## src/rtl/hack_pkg.sv

```systemverilog
// Shared Hack-platform definitions: word width, RAM8 address width and the word type.
package hack_pkg;

  localparam int WORD_W      = 16;
  localparam int RAM8_ADDR_W = 3;
  localparam int RAM8_DEPTH  = 8;

  typedef logic [WORD_W-1:0] word_t;

endpackage : hack_pkg

```

## src/rtl/ram8_if.sv

```systemverilog
// Bus bundle for a RAM8: write data, load strobe, word address and read data.
interface ram8_if
  import hack_pkg::*;
#(
  parameter int WIDTH = WORD_W
);

  logic [WIDTH-1:0]       in;
  logic                   load;
  logic [RAM8_ADDR_W-1:0] address;
  logic [WIDTH-1:0]       out;

  modport master (
    output in,
    output load,
    output address,
    input  out
  );

  modport slave (
    input  in,
    input  load,
    input  address,
    output out
  );

endinterface : ram8_if

```

## src/rtl/dmux8way.sv

```systemverilog
// 1-to-8 demultiplexer: routes 'in' to the output bit selected by 'sel', all others 0.
// An unknown select matches no case item, so no output is raised.
module dmux8way
  import hack_pkg::*;
(
  input  logic                   in,
  input  logic [RAM8_ADDR_W-1:0] sel,
  output logic [7:0]             out
);

  // Decode the select into a single enable bit carrying 'in'.
  always_comb begin
    out = 8'b0;
    case (sel)
      3'd0:    out[0] = in;
      3'd1:    out[1] = in;
      3'd2:    out[2] = in;
      3'd3:    out[3] = in;
      3'd4:    out[4] = in;
      3'd5:    out[5] = in;
      3'd6:    out[6] = in;
      3'd7:    out[7] = in;
      default: out = 8'b0;
    endcase
  end

endmodule : dmux8way

```

## src/rtl/mux8way16.sv

```systemverilog
// 8:1 multiplexer of 16-bit words selected by a 3-bit address.
module mux8way16
  import hack_pkg::*;
(
  input  word_t                  a,
  input  word_t                  b,
  input  word_t                  c,
  input  word_t                  d,
  input  word_t                  e,
  input  word_t                  f,
  input  word_t                  g,
  input  word_t                  h,
  input  logic [RAM8_ADDR_W-1:0] sel,
  output word_t                  out
);

  // Pick the word addressed by 'sel'.
  always_comb begin
    out = '0;
    case (sel)
      3'd0:    out = a;
      3'd1:    out = b;
      3'd2:    out = c;
      3'd3:    out = d;
      3'd4:    out = e;
      3'd5:    out = f;
      3'd6:    out = g;
      3'd7:    out = h;
      default: out = '0;
    endcase
  end

endmodule : mux8way16

```

## src/rtl/register_w.sv

```systemverilog
// WIDTH-bit storage register with load enable and asynchronous active-low clear.
module register_w #(
  parameter int WIDTH = 16
) (
  input  logic             clk,
  input  logic             rst_n,
  input  logic             load,
  input  logic [WIDTH-1:0] in,
  output logic [WIDTH-1:0] out
);

  logic [WIDTH-1:0] data_d;
  logic [WIDTH-1:0] data_q;

  // Next value: take new data when loaded, otherwise hold.
  always_comb begin
    data_d = data_q;
    if (load) begin
      data_d = in;
    end
  end

  // Storage flop; reset clears it immediately without waiting for a clock.
  always_ff @(posedge clk or negedge rst_n) begin
    if (!rst_n) begin
      data_q <= '0;
    end else begin
      data_q <= data_d;
    end
  end

  assign out = data_q;

endmodule : register_w

```

## src/rtl/ram8.sv

```systemverilog
// Hack RAM8: eight WIDTH-bit registers, one write port and a combinational read port.
// The load strobe is fanned out by a dmux8way; reads go through an 8:1 word mux and
// show the stored value only, so a same-address write appears after the clock edge.
module ram8
  import hack_pkg::*;
#(
  parameter int WIDTH = WORD_W
) (
  input  logic   clk,
  input  logic   rst_n,
  ram8_if.slave  bus
);

  logic [7:0]       word_en;
  logic [WIDTH-1:0] word_q [RAM8_DEPTH];

  dmux8way u_dmux (
    .in  (bus.load),
    .sel (bus.address),
    .out (word_en)
  );

  for (genvar gi = 0; gi < RAM8_DEPTH; gi++) begin : g_word
    register_w #(
      .WIDTH (WIDTH)
    ) u_reg (
      .clk   (clk),
      .rst_n (rst_n),
      .load  (word_en[gi]),
      .in    (bus.in),
      .out   (word_q[gi])
    );
  end

  if (WIDTH == 16) begin : g_mux16
    mux8way16 u_mux (
      .a   (word_q[0]),
      .b   (word_q[1]),
      .c   (word_q[2]),
      .d   (word_q[3]),
      .e   (word_q[4]),
      .f   (word_q[5]),
      .g   (word_q[6]),
      .h   (word_q[7]),
      .sel (bus.address),
      .out (bus.out)
    );
  end else begin : g_mux_generic
    // Generic-width read mux for non-16-bit words.
    always_comb begin
      bus.out = '0;
      case (bus.address)
        3'd0:    bus.out = word_q[0];
        3'd1:    bus.out = word_q[1];
        3'd2:    bus.out = word_q[2];
        3'd3:    bus.out = word_q[3];
        3'd4:    bus.out = word_q[4];
        3'd5:    bus.out = word_q[5];
        3'd6:    bus.out = word_q[6];
        3'd7:    bus.out = word_q[7];
        default: bus.out = '0;
      endcase
    end
  end

endmodule : ram8

```

## src/flat_wrapper.sv

```systemverilog
// flat-port wrapper written by rule: the top's interface ports become plain ports
module ram8_flat import hack_pkg::*;
#(
  parameter int WIDTH = WORD_W
)
  (clk, rst_n, bus_in, bus_load, bus_address, bus_out);
  ram8_if #(.WIDTH(WIDTH)) bus_i ();
  input  logic clk;
  input  logic rst_n;
  input wire logic [$bits(bus_i.in)-1:0] bus_in;
  input wire logic [$bits(bus_i.load)-1:0] bus_load;
  input wire logic [$bits(bus_i.address)-1:0] bus_address;
  output wire logic [$bits(bus_i.out)-1:0] bus_out;
  assign bus_i.in = bus_in;
  assign bus_i.load = bus_load;
  assign bus_i.address = bus_address;
  assign bus_out = bus_i.out;
  ram8 #(.WIDTH(WIDTH)) u_core (.clk(clk), .rst_n(rst_n), .bus(bus_i));
endmodule
```

## config.mk

```make
export PLATFORM = sky130hd
export DESIGN_NAME = ram8_flat
export DESIGN_NICKNAME = d
export VERILOG_FILES = /design/src/rtl/hack_pkg.sv /design/src/rtl/ram8_if.sv /design/src/rtl/dmux8way.sv /design/src/rtl/mux8way16.sv /design/src/rtl/register_w.sv /design/src/rtl/ram8.sv /design/src/flat_wrapper.sv
export SDC_FILE = /design/constraint.sdc
export NUM_CORES = 1
export LEC_CHECK = 0
export ABC_CLOCK_PERIOD_IN_PS = 2300
export BUFFER_PORTS_ARGS = -buffer_cell sky130_fd_sc_hd__buf_2
export CAP_MARGIN = 20
export CORE_UTILIZATION = 37
export CTS_BUF_LIST = sky130_fd_sc_hd__clkbuf_4 sky130_fd_sc_hd__clkbuf_8
export CTS_CLUSTER_SIZE = 10
export DETAILED_ROUTE_END_ITERATION = 8
export GPL_TIMING_DRIVEN = 1
export HOLD_SLACK_MARGIN = 0.15
export RECOVER_POWER = 25
export REMOVE_ABC_BUFFERS = 1
export SLEW_MARGIN = 30
export SYNTH_ARGS = -nofsm -noshare
export SYNTH_HDL_FRONTEND = slang
export SYNTH_HIERARCHICAL = 1
export SYNTH_SLANG_ARGS = --single-unit
```

## constraint.sdc

```tcl
create_clock -name clk -period 2.3 [get_ports clk]
set_clock_uncertainty 0.05 [all_clocks]
set_input_delay 0.23 -clock clk [delete_from_list [all_inputs] [get_ports clk]]
set_output_delay 0.23 -clock clk [all_outputs]
set_load 0.01 [all_outputs]
```

==> summary.txt, run 1 <==
Clock network
  – Worst-skew pair later-pin latency: 0.44 ns
  – CTS resizes: 0
  – Root Buffer: clkbuf_8
  – Cts hold-fix bufs: 17
  – Sink Count: 128
  – CTS tree: done
  – Clock slew at reported path FFs: 0.07 ns
  – Cts bufs inserted: 17
  – H-Tree Depth: 4
  – # Post-CTS Setup Buffers: 0
  – Max clock buf depth: 2

Floorplanning
  – Die X: 134 um
  – Initial Utilization: 38.2%
  – Top Ports: 38
  – Die area: 0.0178 mm^2
  – Die H: 134 um
  – FP Rows: 47
  – Core region area: 0.0168 mm^2

Critical path
  – Top cell by count, worst path: buf_2
  – Max FO, Critical Path: 17
  – Reg2Reg Depth: 1
  – CP max stage cell: buf_2
  – Cells along the critical path: buf_2, nor2b_4, and2_1, buf_4, a22oi_1, a31oi_1, buf_2
  – Reg2reg end: u_core/g_word[5].u_reg/out[12]$_DFFE_PN0P_
  – Crit path DAT: 1.72 ns
  – WP data required: 2.02 ns
  – CP Capture Type: output pin
  – Critical path type: in -> out
  – CP max stage delay: 0.35 ns
  – Crit path launch type: input port
  – FF-to-FF setup slack: 1.46 ns
  – FF-to-FF Start: u_core/g_word[5].u_reg/out[12]$_DFFE_PN0P_

Timing
  – Period minus WS final: 2.00 ns
  – Peak Freq: 0.500 GHz
  – Worst slew pin tran: 0.993 ns
  – Final setup vio count: 0
  – Final Hold Vio Count: 0
  – RSZ-0062 raised after global routing: no
  – Worst rel slew slack: 33.8%
  – Sum Neg Setup Slack: 0 ns
  – Pins Over Slew Limit: 0
  – Part of the cycle the worst path needs: 86.9%

Logic synthesis
  – Mapped Area: 0.00640 mm^2
  – Avg Inst Size Synth: 14.0 um^2
  – Post-Synthesis Cells: 457
  – Unique cell type count in the Yosys netlist: 36
  – Synth top area cells: dfrtp_1 (50%), mux2_4 (19%), mux2_2 (8.6%)
  – Top cell type by total area after synthesis: dfrtp_1
  – Area share of the largest cell type after synthesis: 50.0%
  – Post-synthesis register bit count: 128
  – Warnings, synthesis: 6
  – Register area share after synthesis: 50.0%

Finish
  – Fin cells: 764
  – Fin area: 0.00734 mm^2
  – Flip-flop count of the largest register after layout: 128
  – Fin nets: 553
  – Synthesis-to-finish area growth: 14.5%
  – Share of layout cells above drive strength 1: 44.5%
  – Antenna Cells: 0
  – FILL cells: 1539
  – Finished Core Util: 43.8%

Run status
  – Status: completed

Global route
  – First-pass GRT wire length: 24400 um
  – Total track usage: 18.2%
  – Largest net degree at the start of global routing: 46
  – Vias in the first global route: 4269
  – Antenna violations before repair: 0
  – Global route overflow: 0

Route
  – DR vias/cell: 5.17
  – Via count: 3951
  – DRT Wirelength: 14900 um
  – DRC Markers: 0
  – Final ANT Viol Nets: 0
  – Initial DRC count: 295
  – TritonRoute pass-1 iters: 5
  – DR WL/cell: 19.5 um

Worst hold path
  – Min-delay src: bus_load
  – WHS Endpoint: u_core/g_word[0].u_reg/out[7]$_DFFE_PN0P_
  – Hold path cells: 4
  – Hold Path Class: in -> reg

Pwr
  – P per Cell Area: 848 mW/mm^2
  – VDD IR-drop max: 0.620 mV
  – Leak pwr: 3.28 nW
  – Power, Total: 0.00622 W

Placed design
  – RD Place Congestion: 0.768
  – Cell Area, Placed: 0.00680 mm^2
  – Placed Cells: 715
  – # port buffers: 37
  – Detail Placement HPWL: 9790 um

Run
  – Max-cap viol count: 0
==> final cells by class <==
cell class	instances	area, um^2	share of cell area (%)
inverter	3	11.3	0.154
clock buffer	23	310	4.23
tap	220	275	3.75
clock inverter	9	81.3	1.11
timing repair buffer	89	641	8.73
sequential	128	3200	43.7
multi-input combinational	292	2810	38.4
==> stage by stage <==
stage | hold WS [ns] | worst slack, ns
final | 0.384 | 0.300
after global routing | 0.355 | 0.133
after CTS | 0.270 | 0.294
after detailed placement | 0.199 | 0.287
after global placement | 0.204 | 0.296
after floorplan | -0.116 | 0.122
==> report_power, final <==
part	switching (W)	internal (W)	leakage, nW
clock network	0.000899	0.00100	0.197
logic	0.000494	0.000796	1.55
registers	0.000279	0.00275	1.54
total	0.00167	0.00455	3.28
==> cells in the final DEF, fill, tap and decap left out, drive strengths merged, types with 2 or more instances in the layout <==
| cell | Yosys | routed |
|---|---|---|
| nand3 | 11 | 11 |
| dlygate4sd3 | 0 | 17 |
| mux2i | 15 | 15 |
| a22o | 4 | 4 |
| nand2 | 15 | 15 |
| a31oi | 12 | 12 |
| and2 | 2 | 2 |
| nor2 | 21 | 21 |
| nand2b | 15 | 15 |
| nor2b | 4 | 4 |
| o21ai | 13 | 13 |
| and4bb | 3 | 3 |
| mux2 | 129 | 129 |
| clkinv | 0 | 5 |
| a22oi | 23 | 23 |
| clkbuf | 2 | 26 |
| a21oi | 12 | 12 |
| and4b | 3 | 3 |
| inv | 3 | 3 |
| dfrtp | 128 | 128 |
| buf | 32 | 69 |
| a221oi | 3 | 3 |
| clkinvlp | 0 | 3 |
==> cells in the mapped netlist <==
library cell and count:
nor2b_4 2, a21oi_1 12, nand2b_1 15, o22ai_1 1, dfrtp_1 128, and4bb_1 2
nand3b_1 1, o21ai_0 13, clkbuf_1 2, and4b_1 1, and2_1 1, nor2_1 20
nand2_1 15, and4bb_2 1, mux2_2 49, nor4b_2 1, or3_1 1, a221oi_1 3
nor2_2 1, buf_4 4, nand3_1 11, buf_2 6, nor2b_1 2, mux2_4 80
inv_1 3, nor3_1 1, a22o_1 4, nor3b_1 1, buf_6 14, a22oi_1 23
and2_2 1, a31oi_1 12, mux2i_1 15, and4b_2 2, buf_12 8, and4_2 1
==> logic make-up (layout without fill, tap and decap cells) <==
family          count (synthesis)  after routing  share of synthesized area, %
compound gates                 68             68                          6.88
simple gates                   80             80                          7.21
mux                           144            144                          29.7
buf+inv                        37            124                          6.19
flops                         128            128                          50.0
==> critical path, delay by kind of cell <==
kind / cells / cell delay (ns)
AO/OA/AOI/OAI: 2 / 0.32
buffers and inverters: 3 / 0.73
AND/OR/NAND/NOR: 2 / 0.42
==> per-layer routing <==
metal / vias to the layer above / GRT usage [%] / routed length [um]
met5: - / 0 / 0
met4: 0 / 5.62 / 149
met3: 12 / 4.45 / 668
met2: 86 / 28.2 / 6880
met1: 2051 / 25.1 / 7240
li1: 1802 / - / -
==> worst max-delay path by stage <==
stage	slack (ns)	from	cells after the start	to
after floorplan	0.12	bus_address[0]	2	u_core/g_word[0].u_reg/out[0]$_DFFE_PN0P_
after global placement	0.30	bus_address[1]	7	bus_out[9]
after detailed placement	0.29	bus_address[1]	7	bus_out[9]
after CTS	0.29	bus_address[1]	7	bus_out[9]
after global routing	0.13	rst_n	3	u_core/g_word[5].u_reg/out[5]$_DFFE_PN0P_
final	0.30	bus_address[1]	7	bus_out[9]
Power figures use the tool's default switching activity.
==> inputs of run 2 (changes only) <==
--- a/config.mk
+++ b/config.mk
@@ -8,6 +8,8 @@
 export ABC_CLOCK_PERIOD_IN_PS = 2300
 export BUFFER_PORTS_ARGS = -buffer_cell sky130_fd_sc_hd__buf_2
 export CAP_MARGIN = 20
+export CORE_ASPECT_RATIO = 0.75
+export CORE_MARGIN = 2
 export CORE_UTILIZATION = 37
 export CTS_BUF_LIST = sky130_fd_sc_hd__clkbuf_4 sky130_fd_sc_hd__clkbuf_8
 export CTS_CLUSTER_SIZE = 10
==> summary.txt, run 2 (synthesized netlist as in run 1, its figures left out) <==
Global route
  – Vias in the first global route: 4015 (-5.9%)
  – Antenna violations before repair: 2 (+2)
  – Largest net degree at the start of global routing: 50 (+8.7%)
  – Global route overflow: 0 (unchanged)
  – First-pass GRT wire length: 23600 um (-3.0%)
  – Total track usage: 17.0% (-1.2 points)

Critical path
  – Cells along the critical path: buf_2, nor2b_4, and2_1, buf_4, a22oi_1, a31oi_1, buf_2
  – CP Capture Type: output pin
  – Top cell by count, worst path: buf_2
  – CP max stage cell: buf_2
  – WP data required: 2.02 ns (about the same)
  – Max FO, Critical Path: 10 (-7)
  – Crit path DAT: 1.75 ns (+0.03 ns)
  – Crit path launch type: input port
  – Critical path type: in -> out
  – CP max stage delay: 0.27 ns (-0.08 ns)

Clock network
  – Cts bufs inserted: 17 (unchanged)
  – Sink Count: 128 (unchanged)
  – Max clock buf depth: 2 (unchanged)
  – CTS resizes: 0 (unchanged)
  – CTS tree: done
  – H-Tree Depth: 4 (unchanged)
  – Worst-skew pair later-pin latency: 0.43 ns (about the same)
  – Root Buffer: clkbuf_8
  – Clock slew at reported path FFs: 0.07 ns (about the same)

Route
  – DRT Wirelength: 14800 um (-0.96%)
  – DRC Markers: 0 (unchanged)
  – TritonRoute pass-1 iters: 4 (-1)
  – Via count: 3916 (-0.89%)
  – Initial DRC count: 307 (+4.1%)
  – Final ANT Viol Nets: 0 (unchanged)
  – DR vias/cell: 5.20 (+0.56%)
  – DR WL/cell: 19.6 um (+0.48%)

Floorplanning
  – Top Ports: 38 (unchanged)
  – Die area: 0.0184 mm^2 (+3.1%)
  – Die H: 118 um (-12%)
  – Die X: 156 um (+17%)
  – Initial Utilization: 37.9% (-0.27 points)
  – Core region area: 0.0169 mm^2 (+0.70%)
  – FP Rows: 41 (-13%)

Timing
  – Period minus WS final: 2.03 ns (+0.0271 ns)
  – Worst slew pin tran: 0.905 ns (-0.0885 ns)
  – Slack of the critical path: 0.273 ns (-0.0271 ns)
  – Worst rel slew slack: 39.7% (+5.9 points)
  – Final setup vio count: 0 (unchanged)
  – Part of the cycle the worst path needs: 88.1% (+1.2 points)
  – Final Hold Vio Count: 0 (unchanged)
  – RSZ-0062 raised after global routing: no
  – Sum Neg Setup Slack: 0 ns (unchanged)
  – Pins Over Slew Limit: 0 (unchanged)
  – Peak Freq: 0.493 GHz (-1.3%)

Pwr
  – Int Pwr: 0.00481 W (+5.9%)
  – VDD IR-drop max: 0.396 mV (-36%)
  – Power, Total: 0.00648 W (+4.2%)
  – Switching Share: 25.7% (-1.2 points)
  – NetSw: 0.00166 W (-0.48%)
  – Leak pwr: 3.28 nW (-0.14%)
  – Comb pwr share: 19.8% (-0.9 points)
  – Clock power share: 33.6% (+3.0 points)
  – Sequential Power Share: 46.6% (-2.1 points)
  – P per Cell Area: 879 mW/mm^2 (+3.7%)

Finish
  – Fin cells: 753 (-1.4%)
  – Commonest non-fill, non-tap cell in the layout: dfrtp_1
  – Share of layout cells above drive strength 1: 43.7% (-0.83 points)
  – Most frequent cells in the layout: dfrtp_1 (128), mux2_4 (80), mux2_2 (49)
  – Flip-flop count of the largest register after layout: 128 (unchanged)
  – FILL cells: 1502 (-2.4%)
  – Fin nets: 545 (-1.4%)
  – Synthesis-to-finish area growth: 15.0%

Run
  – Max-cap viol count: 0 (unchanged)

Placed design
  – Placed Cells: 702 (-1.8%)
  – Detail Placement HPWL: 9540 um (-2.6%)
  – RD Place Congestion: 0.784 (+2.1%)
  – # port buffers: 37 (unchanged)
  – Place WS: 0.264 ns (-0.0229 ns)

Run status
  – Status: completed

Worst hold path
  – Hold Path Class: in -> reg
[run 2: critical path, delay by kind of cell]
family	cells	cell delay, ns
buffers and inverters	3	0.67
AND/OR/NAND/NOR	2	0.50
AO/OA/AOI/OAI	2	0.33
[run 2: final cells by class]
| class | instances | area (um^2) | share of cell area, % |
|---|---|---|---|
| sequential | 128 | 3200 | 43.5 |
| multi-input combinational | 292 | 2810 | 38.2 |
| clock buffer | 22 | 284 | 3.86 |
| clock inverter | 10 | 159 | 2.16 |
| tap | 215 | 269 | 3.65 |
| timing repair buffer | 81 | 621 | 8.43 |
| antenna | 2 | 5.00 | 0.0679 |
| inverter | 3 | 11.3 | 0.153 |
[run 2: power by group through the flow]
| stage | Sequential [W] | Clock (W) | Combinational (W) |
|---|---|---|---|
| floorplan | 0.00297 | 0 | 0.000909 |
| finish | 0.00302 | 0.00217 | 0.00128 |
| CTS | 0.00302 | 0.00223 | 0.00131 |
| global route | 0.00308 | 0.00234 | 0.00139 |
| detailed placement | 0.00305 | 0 | 0.00128 |
| global placement | 0.00303 | 0 | 0.00124 |
[run 2: what timing repair did]
action / CTS / global route
hold endpoints to repair: 217 / 0
buffers inserted: 0 / 0
hold buffers: 17 / 0
[run 2: worst paths after layout]
check | startpoint | end | slack, ns | cells past startpoint
max | bus_address[1] | bus_out[0] | 0.27 | 7
min | bus_load | u_core/g_word[0].u_reg/out[8]$_DFFE_PN0P_ | 0.40 | 4
max reg2reg | u_core/g_word[6].u_reg/out[10]$_DFFE_PN0P_ | u_core/g_word[6].u_reg/out[10]$_DFFE_PN0P_ | 1.47 | 1
min reg2reg | u_core/g_word[2].u_reg/out[15]$_DFFE_PN0P_ | u_core/g_word[2].u_reg/out[15]$_DFFE_PN0P_ | 0.45 | 1
max in group asynchronous | rst_n | u_core/g_word[3].u_reg/out[2]$_DFFE_PN0P_ | 0.50 | 3
min in group asynchronous | rst_n | u_core/g_word[7].u_reg/out[12]$_DFFE_PN0P_ | 0.41 | 2
[run 2: per-stage QoR]
stage               hold WS [ns]  utilization, %  cell area, um^2
detailed placement         0.181            40.1             6780
global placement           0.180            40.1             6780
global route               0.384            43.6             7360
finish                     0.402            43.6             7370
CTS                        0.257            43.8             7390
floorplan                 -0.116               -             6020
[run 2: routing by layer]
layer	vias up	wire (um)	global-route usage, %
li1	1786	-	-
met1	2046	7480	25.7
met2	78	6530	23.8
met3	6	699	4.64
met4	0	83	4.47
met5	-	0	0
